`config.mk`:
```
export PLATFORM = sky130hd
export DESIGN_NAME = ew_sequence_gen_flat
export DESIGN_NICKNAME = d
export VERILOG_FILES = /design/src/rtl/ew_sequence_gen_if.sv /design/src/rtl/ew_sequence_gen.sv /design/src/flat_wrapper.sv
export SDC_FILE = /design/constraint.sdc
export NUM_CORES = 1
export LEC_CHECK = 0
export ABC_CLOCK_PERIOD_IN_PS = 2610
export CELL_PAD_IN_SITES_DETAIL_PLACEMENT = 0
export CELL_PAD_IN_SITES_GLOBAL_PLACEMENT = 1
export CORE_ASPECT_RATIO = 0.5
export CORE_MARGIN = 2
export CORE_UTILIZATION = 40
export DETAILED_ROUTE_END_ITERATION = 8
export GPL_TIMING_DRIVEN = 0
export PLACE_DENSITY = 0.91
export RECOVER_POWER = 100
export SLEW_MARGIN = 0
export SYNTH_ARGS = -nofsm -noshare
export SYNTH_HDL_FRONTEND = slang
export SYNTH_SLANG_ARGS = --single-unit
```
`constraint.sdc`:
```
create_clock -name clk -period 2.61 [get_ports clk]
set_input_delay 0.522 -clock clk [delete_from_list [all_inputs] [get_ports clk]]
set_output_delay 0.522 -clock clk [all_outputs]
set_load 0.01 [all_outputs]
```
`src/rtl/ew_sequence_gen_if.sv`:
```
// Request channel for ew_sequence_gen: valid/ready handshake with direction and event count.
//   req_valid : request present (master -> slave)
//   req_ready : slave can accept a request (slave -> master)
//   req_dir   : 0 = eastbound (E leads), 1 = westbound (W leads)
//   req_count : number of traversal events to emit
interface ew_sequence_gen_if #(
  parameter int unsigned CNT_W = 8
);

  logic             req_valid;
  logic             req_ready;
  logic             req_dir;
  logic [CNT_W-1:0] req_count;

  modport master (
    output req_valid,
    output req_dir,
    output req_count,
    input  req_ready
  );

  modport slave (
    input  req_valid,
    input  req_dir,
    input  req_count,
    output req_ready
  );

endinterface

```
`src/rtl/ew_sequence_gen.sv`:
```
// East/west sensor pulse sequence generator.
// Emits req_count traversal events. Each event drives the lead sensor, then both
// sensors, then the trail sensor, and finishes with an idle gap. Requests arrive
// over a valid/ready handshake.
// Ports:
//   clk   : rising-edge clock
//   rst_n : synchronous active-low reset
//   bus   : request channel (req_valid/req_ready/req_dir/req_count), slave side
//   abort : synchronous cancel of the current request (ignored in IDLE)
//   E, W  : east / west sensor lines (registered)
//   busy  : high whenever the generator is not IDLE (registered)
//   done  : one-cycle pulse after a request completes normally (registered)
module ew_sequence_gen #(
  parameter int unsigned LEAD_CYC    = 2,
  parameter int unsigned OVERLAP_CYC = 2,
  parameter int unsigned TRAIL_CYC   = 2,
  parameter int unsigned GAP_CYC     = 3,
  parameter int unsigned CNT_W       = 8
) (
  input  logic                clk,
  input  logic                rst_n,
  ew_sequence_gen_if.slave    bus,
  input  logic                abort,
  output logic                E,
  output logic                W,
  output logic                busy,
  output logic                done
);

  // Phase counter holds (length - 1) of the longest phase.
  localparam int unsigned MAX_AB  = (LEAD_CYC > OVERLAP_CYC) ? LEAD_CYC : OVERLAP_CYC;
  localparam int unsigned MAX_CD  = (TRAIL_CYC > GAP_CYC) ? TRAIL_CYC : GAP_CYC;
  localparam int unsigned MAX_CYC = (MAX_AB > MAX_CD) ? MAX_AB : MAX_CD;
  localparam int unsigned PH_W    = (MAX_CYC > 1) ? $clog2(MAX_CYC) : 1;

  typedef enum logic [2:0] {
    IDLE  = 3'd0,
    LEAD  = 3'd1,
    BOTH  = 3'd2,
    TRAIL = 3'd3,
    GAP   = 3'd4
  } state_t;

  state_t            state_q, state_d;
  logic [PH_W-1:0]   phase_q, phase_d;
  logic [CNT_W-1:0]  rem_q, rem_d;
  logic              dir_q, dir_d;
  logic              done_d;
  logic              e_d, w_d;
  logic              ready_q;

  // Reload value for the phase counter on entry to a state.
  function automatic logic [PH_W-1:0] phase_len(input state_t s);
    logic [PH_W-1:0] len;
    len = '0;
    case (s)
      LEAD:    len = PH_W'(LEAD_CYC - 1);
      BOTH:    len = PH_W'(OVERLAP_CYC - 1);
      TRAIL:   len = PH_W'(TRAIL_CYC - 1);
      GAP:     len = PH_W'(GAP_CYC - 1);
      default: len = '0;
    endcase
    return len;
  endfunction

  // Next-state, counters and next output levels.
  always_comb begin
    state_d = state_q;
    phase_d = phase_q;
    rem_d   = rem_q;
    dir_d   = dir_q;
    done_d  = 1'b0;

    if (state_q == IDLE) begin
      if (bus.req_valid) begin
        dir_d = bus.req_dir;
        rem_d = bus.req_count;
        if (bus.req_count != '0) begin
          state_d = LEAD;
          phase_d = phase_len(LEAD);
        end else begin
          // Empty request completes immediately without leaving IDLE.
          done_d = 1'b1;
        end
      end
    end else if (abort) begin
      state_d = IDLE;
      phase_d = '0;
      rem_d   = '0;
    end else if (phase_q != '0) begin
      phase_d = phase_q - PH_W'(1);
    end else begin
      case (state_q)
        LEAD: begin
          state_d = BOTH;
          phase_d = phase_len(BOTH);
        end
        BOTH: begin
          state_d = TRAIL;
          phase_d = phase_len(TRAIL);
        end
        TRAIL: begin
          state_d = GAP;
          phase_d = phase_len(GAP);
        end
        GAP: begin
          // Remaining count only decrements while above one, so it never wraps.
          if (rem_q > CNT_W'(1)) begin
            rem_d   = rem_q - CNT_W'(1);
            state_d = LEAD;
            phase_d = phase_len(LEAD);
          end else begin
            rem_d   = '0;
            state_d = IDLE;
            phase_d = '0;
            done_d  = 1'b1;
          end
        end
        default: begin
          state_d = IDLE;
          phase_d = '0;
        end
      endcase
    end

    // Sensor levels are decoded from the state being entered so they register with it.
    e_d = ((state_d == LEAD) && !dir_d) || (state_d == BOTH) || ((state_d == TRAIL) && dir_d);
    w_d = ((state_d == LEAD) && dir_d)  || (state_d == BOTH) || ((state_d == TRAIL) && !dir_d);
  end

  // State, counters and registered outputs.
  always_ff @(posedge clk) begin
    if (!rst_n) begin
      state_q <= IDLE;
      phase_q <= '0;
      rem_q   <= '0;
      dir_q   <= 1'b0;
      E       <= 1'b0;
      W       <= 1'b0;
      busy    <= 1'b0;
      done    <= 1'b0;
      ready_q <= 1'b1;
    end else begin
      state_q <= state_d;
      phase_q <= phase_d;
      rem_q   <= rem_d;
      dir_q   <= dir_d;
      E       <= e_d;
      W       <= w_d;
      busy    <= (state_d != IDLE);
      done    <= done_d;
      ready_q <= (state_d == IDLE);
    end
  end

  assign bus.req_ready = ready_q;

endmodule
```
`src/flat_wrapper.sv`:
```
// flat-port wrapper written by rule: the top's interface ports become plain ports
module ew_sequence_gen_flat 
#(
  parameter int unsigned LEAD_CYC    = 2,
  parameter int unsigned OVERLAP_CYC = 2,
  parameter int unsigned TRAIL_CYC   = 2,
  parameter int unsigned GAP_CYC     = 3,
  parameter int unsigned CNT_W       = 8
)
  (clk, rst_n, abort, E, W, busy, done, bus_req_valid, bus_req_dir, bus_req_count, bus_req_ready);
  ew_sequence_gen_if #(.CNT_W(CNT_W)) bus_i ();
  input  logic clk;
  input  logic rst_n;
  input  logic abort;
  output logic E;
  output logic W;
  output logic busy;
  output logic done;
  input wire logic [$bits(bus_i.req_valid)-1:0] bus_req_valid;
  input wire logic [$bits(bus_i.req_dir)-1:0] bus_req_dir;
  input wire logic [$bits(bus_i.req_count)-1:0] bus_req_count;
  output wire logic [$bits(bus_i.req_ready)-1:0] bus_req_ready;
  assign bus_i.req_valid = bus_req_valid;
  assign bus_i.req_dir = bus_req_dir;
  assign bus_i.req_count = bus_req_count;
  assign bus_req_ready = bus_i.req_ready;
  ew_sequence_gen #(.LEAD_CYC(LEAD_CYC), .OVERLAP_CYC(OVERLAP_CYC), .TRAIL_CYC(TRAIL_CYC), .GAP_CYC(GAP_CYC), .CNT_W(CNT_W)) u_core (.clk(clk), .rst_n(rst_n), .bus(bus_i), .abort(abort), .E(E), .W(W), .busy(busy), .done(done));
endmodule
```
# After elaboration in Yosys (flattened, before gate mapping)
# Cells that the tools add are included.
# Widths: inputs -> output; s select.
dict set report word_totals {
  wordCells 69
  reg_bits 19
  in_bits 13
  out_inout_bits 5
}
dict set report classes {
  n_lt_le_gt_ge 1
  n_eq_ne 10
  n_mux 29
  n_reduce_logical 18
  addsub 2
}
# cell count
set op_table {}
lappend op_table {{$mux 8} 6}
lappend op_table {{$mux 3} 5}
lappend op_table {{$eq 3x2->1 const B} 4}
lappend op_table {{$pmux 3 s4} 1}
lappend op_table {{$mux 1} 11}
lappend op_table {{$mux 2} 5}
lappend op_table {{$gt 8x1->1 const B} 1}
lappend op_table {{$reduce_bool 8->1} 1}
lappend op_table {{$sub 8x1->8 const B} 1}
lappend op_table {{$eq 3x1->1 const B} 2}
lappend op_table {{$logic_not 3->1} 2}
lappend op_table {{$pmux 2 s3} 1}
lappend op_table {{$reduce_bool 3->1} 2}
lappend op_table {{$logic_and 1x1->1} 4}
lappend op_table {{$logic_or 1x1->1} 4}
lappend op_table {{$ne 2x2->1 const B} 2}
lappend op_table {{$eq 3x3->1 const B} 1}
lappend op_table {{$ne 3x2->1 const B} 1}
lappend op_table {{$reduce_and 3->1} 1}
lappend op_table {{$reduce_and 2->1} 1}
lappend op_table {{$reduce_bool 2->1} 1}
lappend op_table {{$reduce_or 2->1} 1}
lappend op_table {{$sub 2x1->2 const B} 1}
lappend op_table {{$logic_not 1->1} 1}

# Logic depth before layout (Yosys ltp)
# Gate-level depths: netlist of the first run.
dict set report depth {
  depth_word 10
  depth_mapped 6
  ltp_nobuf 6
}

# Least setup slack after synthesis of the first run
# OpenSTA, ideal clock, no wires.
dict set report synth_path {
  kind {register to register}
  startpoint {register u_core.rem_q[4]}
  endpoint {register u_core.phase_q[0]}
  period_less_slack_ns 1.825
  arrival_ns 1.695
  setup_slack_ns 0.785
  setup_ns 0.131
  path_stages_with_launch 5
  t_required_ns 2.479
  cell_sequence {dfxtp_1 > or4_4 > or3_4 > a2111oi_4 > o31ai_1}
}
dict set report synth_via {
  elab_chain_len 6
}
# item line_no
set synth_rtl {}
lappend synth_rtl {{start: declaration} ew_sequence_gen.sv:46} ;# logic [CNT_W-1:0] rem_q, rem_d;
lappend synth_rtl {{start signal: assignment} ew_sequence_gen.sv:146} ;# rem_q <= rem_d;
lappend synth_rtl {{$gt 8x1->1} ew_sequence_gen.sv:108} ;# if (rem_q > CNT_W'(1)) begin
lappend synth_rtl {{$mux 1} ew_sequence_gen.sv:108}
lappend synth_rtl {{$pmux 2 s3} ew_sequence_gen.sv:93} ;# case (state_q)
lappend synth_rtl {{$mux 2} ew_sequence_gen.sv:90} ;# end else if (phase_q != '0) begin
lappend synth_rtl {{$mux 2} ew_sequence_gen.sv:86} ;# end else if (abort) begin
lappend synth_rtl {{$mux 2} ew_sequence_gen.sv:74} ;# if (state_q == IDLE) begin
lappend synth_rtl {{end signal: assignment} ew_sequence_gen.sv:145} ;# phase_q <= phase_d;
lappend synth_rtl {{end: declaration} ew_sequence_gen.sv:45} ;# logic [PH_W-1:0] phase_q, phase_d;
# Every way passes these cells.
# A chain may end at the register's enable or synchronous reset.

# Worst setup path after layout of the first run
dict set report layout_path {
  startpoint {input port abort}
  endpoint {register u_core.rem_q[1]}
}
dict set report layout_via {
  elab_chain_len 2
  word_cells_on_any_way 5
  cone_classes {eq/ne: 1; mux: 2; reduce/logical: 2}
}
# item line_no
set layout_rtl {}
lappend layout_rtl {{start: declaration} flat_wrapper.sv:14} ;# input logic abort;
lappend layout_rtl {{$ne 3x2->1 (no source line) (tied with other cells)} --}
lappend layout_rtl {{$reduce_and 3->1 (no source line) / $mux 8 (equally long branches)} --}
# Several ways; a longest one is shown, not always the timed one.

==> run metrics, run 1 <==
Power Density 535 nW/um2; Critical Path AT between 2 and 2.5 ns; Net Sw Power 268 uW; post-route ant nets 0; core box area approximately 3000 um2; Crit. End Element register; Nets 188; switching portion of total power 33.6%; LEAKAGE 0.000539 uW; worst setup path start abort; Yosys cell types 47; Slew @ Worst Pin 0.765 ns; later-pin clock latency in the skew report 0.26 ns; final setup skew 0.00483 ns; Post-Route Setup TNS 0 ns; CP peak stage delay 0.66 ns; Mapped Cells 151; num ports 18; Via Count 1297; Final HPWL DP 2510 um; Hold WC Path Type reg2reg; Primary FF master, synth dfxtp_1; vias in the first global route ~1.2k; CP Max Fanout 10; Hold Startpoint u_core.rem_q[5]; combinational share of power 31.1%; FP Rows 14; sequential cell area fraction in the yosys report 30.5%; root buffer cell clkbuf_8; Inserted Diodes 0; fin crit period 2.23 ns; CTS tree yes; first-pass GRT wire length between 5000 and 6000 um; synthesis-to-finish area growth 19.4%; Final period util 85.3%; synth warn 0; outcome complete, no violations; initial antenna violation count 0; critical path's slowest cell dlygate4sd3_1; port bufs 17; die width slightly above 80 um; Post-synth EDFFs 0; Mapped Avg Cell Area 8.26 um2; area of the multi-input gates 776 um2; mux cell area share after synthesis around 2.6%; Flop pwr share between 40% and 50%; GRT overflow 0; Die Height 43.5 um; initial DRC count 58; cts repair resizes 0; WL/cell 15.6 um; Synth Net Count 166; Tot GR Track Use 19.6%; pin count of the biggest net entering global routing 11; Hold WS 0.493 ns; clk sink count 19; ratio of cells with drive above 1 in the final layout around 5.8%; drt pass-1 iters 4; post-synthesis simple-gate area fraction 24.5%; DIE AREA 3610 um2; MaxCap Viol Count 0; postcts setup bufs 0; Clock Tree Buf Depth 2; final slew viol count 0; RSZ-0062 raised after global routing false; worst vdd rail ir drop 0.166 mV; Max-slew headroom between 40% and 50%; gpl congestion 0.900; data required time of the critical path 2.76 ns; adder-cell share of the synthesized area 2.01%; register area 380 um2; r2r startpoint u_core.rem_q[0]; clk slew on worst S/H paths 0.07 ns; worst-case reg-to-reg path depth 6; critical path class in2reg; crit-path leading delay family buffers and inverters; clock share of power a little over a quarter; final setup fails 0; mean number of vias per cell 6.12; #FFs+latches synth 19; CTS Buf Count 3; Max Fclk 0.449 GHz; fill cell count 301; WP buf/inv 2; Starting Density 41.6%; final wirelength 3310 um; Worst path depth 5; post-synthesis compound-gate area fraction 35.0%; Hold Vio Cnt, Final 0; main combinational cell family by area after synthesis compound AO/OA/AOI/OAI gates; Hold-fix buffers, CTS 0; synthesized area around 1200 um2; Pint 529 uW; Synth Area in XOR/XNOR 0%; hold path depth 2; DRC Markers 0; htree depth 1; cell breakdown of the critical path dlygate4sd3_1 > clkbuf_1 > o221ai_1 > a221oi_1 > nor2_1; asr flop ratio synth 0%; startpoint types input pin
[flip-flops by register name, indices dropped and copies added (netlist names)]
signal                flops
u_core.state_q            3
u_core.E                  1
u_core.busy               1
u_core.rem_q              8
u_core.done               1
u_core.W                  1
u_core.dir_q              1
u_core.bus.req_ready      1
u_core.phase_q            2
[cells in the final DEF, fill, tap and decap left out, types with 2 or more instances in the layout]
cell,n
dfxtp_1,19
nor2_1,10
inv_1,9
clkbuf_1,9
nand2_1,9
o21ai_0,9
dlygate4sd3_1,9
nand3_1,8
clkdlybuf4s50_1,8
nor3_1,6
a21oi_1,6
o211ai_1,5
nor4_1,4
a32oi_1,4
o21a_1,4
o21bai_1,3
o22ai_1,3
a21boi_0,3
and2_1,3
clkbuf_8,3
nor4b_1,2
o32a_1,2
or3_1,2
a221oi_1,2
a22oi_1,2
o211a_1,2
mux2_2,2
ha_1,2
[stage by stage]
step	power (uW)	instances	util (%)	worst slack, ns	instance area, um2
final	797	212	49.7	0.383	1490
after global routing	844	212	49.7	0.205	1490
after global placement	593	208	49.0	0.218	1470
after floorplan	515	151	-	0.785	1250
after detailed placement	598	208	49.0	0.208	1470
after CTS	809	212	50.5	0.497	1510
[worst reg2reg max path: cells and delay by family, from the launching register on]
kind | cells | cell delay [ns]
fa+ha+maj | 1 | 0.33
buf+inv | 1 | 0.14
flops | 1 | 0.36
compound gates | 3 | 0.85
simple gates | 1 | 0.42
[layout make-up]
| class | instances | area share (%) |
|---|---|---|
| multi-input combinational | 114 | 52.1 |
| sequential | 19 | 25.5 |
| timing repair buffer | 17 | 11.4 |
| tap | 40 | 3.36 |
| clock buffer | 4 | 3.03 |
| buffer | 9 | 2.27 |
| inverter | 9 | 2.27 |
[power groups by stage]
stage	registers (uW)	clock network, uW	logic (uW)
final	335	214	248
after global routing	338	231	275
after CTS	335	216	258
after detailed placement	342	0	256
after global placement	340	0	253
after floorplan	340	0	176
[final timing paths]
| path | endpoint | slack [ns] |
|---|---|---|
| setup / recovery | u_core.rem_q[1] | 0.38 |
| hold / removal | u_core.rem_q[5] | 0.49 |
| setup reg to reg | u_core.phase_q[0] | 0.39 |
| hold reg to reg | u_core.rem_q[5] | 0.49 |
[metal layers]
| layer | wire length (um) | GRT usage (%) |
|---|---|---|
| met4 | 23 | 3.93 |
| met3 | 193 | 3.81 |
| met5 | 0 | 0 |
| met2 | 1510 | 32.9 |
| met1 | 1580 | 26.9 |
[cells by family (layout without fill, tap and decap cells)]
| logic type | Yosys count | in the layout |
|---|---|---|
| AOI/OAI and AO/OA | 55 | 55 |
| and+or+nand+nor | 54 | 54 |
| adders and majority gates | 2 | 2 |
| buffers and inverters | 18 | 39 |
| muxes | 3 | 3 |
| DFF | 19 | 19 |
[synth_stat cells (3+ instances only)]
| library cell | count | area, um2 |
|---|---|---|
| a21boi_0 | 3 | 22.5 |
| a21oi_1 | 6 | 30.0 |
| a32oi_1 | 4 | 35.0 |
| and2_1 | 4 | 25.0 |
| clkbuf_1 | 8 | 30.0 |
| dfxtp_1 | 19 | 380 |
| inv_1 | 9 | 33.8 |
| nand2_1 | 9 | 33.8 |
| nand3_1 | 8 | 40.0 |
| nor2_1 | 10 | 37.5 |
| nor3_1 | 6 | 30.0 |
| nor4_1 | 4 | 25.0 |
| o211ai_1 | 5 | 37.5 |
| o21a_1 | 4 | 30.0 |
| o21ai_0 | 9 | 45.0 |
| o21bai_1 | 3 | 22.5 |
| o22ai_1 | 3 | 18.8 |
Power figures use the tool's default switching activity.
==> inputs of run 2 (changes only) <==
SETUP_SLACK_MARGIN = 0.05   (was default)
==> results of run 2 <==
No change in the layout: final DEF, timing and power equal those of run 1.
==> RTL edit (config.mk and constraints of run 2) <==
`GAP_CYC` is set to 3 in 2 places; all go to 6.
--- a/src/rtl/ew_sequence_gen.sv
+++ b/src/rtl/ew_sequence_gen.sv
@@ -14,7 +14,7 @@
   parameter int unsigned LEAD_CYC    = 2,
   parameter int unsigned OVERLAP_CYC = 2,
   parameter int unsigned TRAIL_CYC   = 2,
-  parameter int unsigned GAP_CYC     = 3,
+  parameter int unsigned GAP_CYC     = 6,
   parameter int unsigned CNT_W       = 8
 ) (
   input  logic                clk,
--- a/src/flat_wrapper.sv
+++ b/src/flat_wrapper.sv
@@ -4,7 +4,7 @@
   parameter int unsigned LEAD_CYC    = 2,
   parameter int unsigned OVERLAP_CYC = 2,
   parameter int unsigned TRAIL_CYC   = 2,
-  parameter int unsigned GAP_CYC     = 3,
+  parameter int unsigned GAP_CYC     = 6,
   parameter int unsigned CNT_W       = 8
 )
   (clk, rst_n, abort, E, W, busy, done, bus_req_valid, bus_req_dir, bus_req_count, bus_req_ready);
Formal check against the unedited RTL: no difference found for any inputs over 10 cycles, from zero or initial values and one cycle with rst_n low; that may be too few to reach the edited logic, so the function may still have changed.
==> RTL edit against run 2 <==
  * Die area grew 8.8%
  * Power grew 12%
  * Synthesized area grew 9.5%
  * Wire length grew 8.4%
  * Sequential power grew 7.8%
  * Worst setup slack lost 120 ps
  * Clock skew shrank 2.6 ps
  * Cell count grew 4.2%
  * First-iteration DRC count grew 50%
  * Design area grew 9.4%
  * Sequential cell count grew 1
  * Via count grew 3.9%
  * Critical path type is now flip-flop to flip-flop
  * Critical endpoint is now u_core.rem_q[2]
  * Largest cell class unchanged
==> RTL edit: results (changes against run 2) <==
DRT Wirelength=3.59 mm (was 3.31 mm); highest-delay cell along the critical path=a311oi_2 (was dlygate4sd3_1); Pre-Repair DR Iteration Count=5 (was 4); clock skew after layout=2.24 ps (was 4.83 ps); biggest regs=u_core.rem_q x8, u_core.phase_q x3, u_core.state_q x3 (was u_core.rem_q x8, u_core.state_q x3, u_core.phase_q x2); fin crit period=2350 ps (was 2230 ps); Clock Tree Buf Depth=2 (unchanged); fillers=312 (was 301); largest net degree at the start of global routing=12 (was 11); vias in the first global route=1210 (was 1188); first-pass GRT wire length=5.71 mm (was 5.66 mm); IO Port Bufs=17 (unchanged); reg2reg setup slack=260 ps (was 390 ps); initial antenna violation count=0 (unchanged); top post-synthesis cells by area=dfxtp_1 (29%), nor2_1 (4.4%), a21oi_1 (3.7%) (was dfxtp_1 (30%), o21ai_0 (3.6%), nand3_1 (3.2%)); pre-CTS setup slack=138 ps (was 208 ps); Initial DRC Count=87 (was 58); # diodes=0 (unchanged); CP arrival=2510 ps (was 2380 ps); GR met2 Demand/Resource=32.5% (was 32.9%); via-per-instance ratio=6.10 (was 6.12); GRT Util Overall=19.2% (was 19.6%); CTS clk-pin slew, worst paths=80 ps; worst-path maximum fanout=9 (was 10); worst r2r path cells=7 (was 6); largest delay contributor family on the critical path=compound AO/OA/AOI/OAI gates (was buffers and inverters); max_slew headroom=47.4% (was 48.5%); Syn Area/Cell=8.54 um2 (was 8.26 um2); GRT met3 Usage=4.75% (was 3.81%); Max VDD drop=0.000209 V (was 0.000166 V); Synthesized Nets=176 (was 166); asr flop ratio synth=0% (unchanged); metal1 wirelength=1.68 mm (was 1.58 mm); Syn. warnings=0 (unchanged); fin cells=221 (was 212); count of cell types in the netlist=58 (was 47); sequential fraction of the synthesis area=29.3% (was 30.5%); Detail Placement HPWL=2.66 mm (was 2.51 mm); Root Driver=clkbuf_8 (unchanged); placer congestion estimate=0.888 (was 0.900); CP max stage delay=690 ps (was 660 ps); status=completed (unchanged); Synth top cells by count=dfxtp_1 (20), nor2_1 (16), a21oi_1 (10), inv_1 (8) (was dfxtp_1 (19), nor2_1 (10), inv_1 (9), nand2_1 (9), o21ai_0 (9)); reported leakage power=0.575 nW (was 0.539 nW); worst setup path endpoint=u_core.rem_q[2] (was u_core.rem_q[1]); met1 Track Usage GR=25.2% (was 26.9%); worst-skew pair later-pin latency=270 ps; Final nets=198 (was 188); routed wl met2=1.62 mm (was 1.51 mm); fraction of layout cells with a size suffix above 1=13.3% (was 5.81%); WL met3=269 um (was 193 um); post-cts sizing count=0 (unchanged); Worst setup SP type=flip-flop (was input port)
==> RTL edit: cell types whose count changed after synthesis, sizes merged, moves of 4 or more <==
cell	before	now
clkbuf	8	2
nand2b	1	7
nor2	10	16
a211oi	1	6
a21oi	6	10
buf	1	5
nand3	8	4
o211ai	5	1
==> RTL edit: layout make-up <==
class                      instances  area (um2)  area share (%)
clock buffer                       4        55.1            3.38
inverter                           9        33.8            2.07
sequential                        20         400            24.6
timing repair buffer              17         170            10.4
multi-input combinational        124         870            53.4
tap                               40        50.0            3.07
buffer                             7        50.0            3.07
==> RTL edit: how the worst min path moves through the flow <==
stage                                 start           endpoint  slack (ps)  cells past startpoint
after floorplan           u_core.phase_q[1]  u_core.phase_q[1]         440                      2
after global placement    u_core.phase_q[1]  u_core.phase_q[1]         450                      2
after detailed placement  u_core.phase_q[1]  u_core.phase_q[1]         470                      2
after CTS                 u_core.phase_q[1]  u_core.phase_q[1]         480                      2
after global routing      u_core.phase_q[1]  u_core.phase_q[1]         500                      2
final                     u_core.phase_q[1]  u_core.phase_q[1]         470                      2
==> RTL edit: metrics by stage <==
stage	area, um2	utilization (%)
2_1_floorplan	1370	-
3_3_place_gp	1590	50.6
3_5_place_dp	1590	50.6
4_1_cts	1640	52.4
5_1_grt	1630	52.0
6_report	1630	52.0
==> RTL edit: logic make-up (layout without fill, tap and decap cells) <==
logic type               count (synthesis)  count (layout)  share of synthesized area (%)
AND/OR/NAND/NOR                         64              64                           28.3
AO/OA/AOI/OAI                           55              55                           31.9
flip-flops                              20              20                           29.3
buffers and inverters                   16              37                           6.23
adder cells (fa/ha/maj)                  3               3                           2.75
multiplexers                             2               2                           1.56
==> RTL edit: report_power, final <==
part,internal [mW],total [mW],switching [mW]
Combinational,0.130,0.287,0.158
Clock,0.135,0.249,0.114
Sequential,0.331,0.361,0.0292
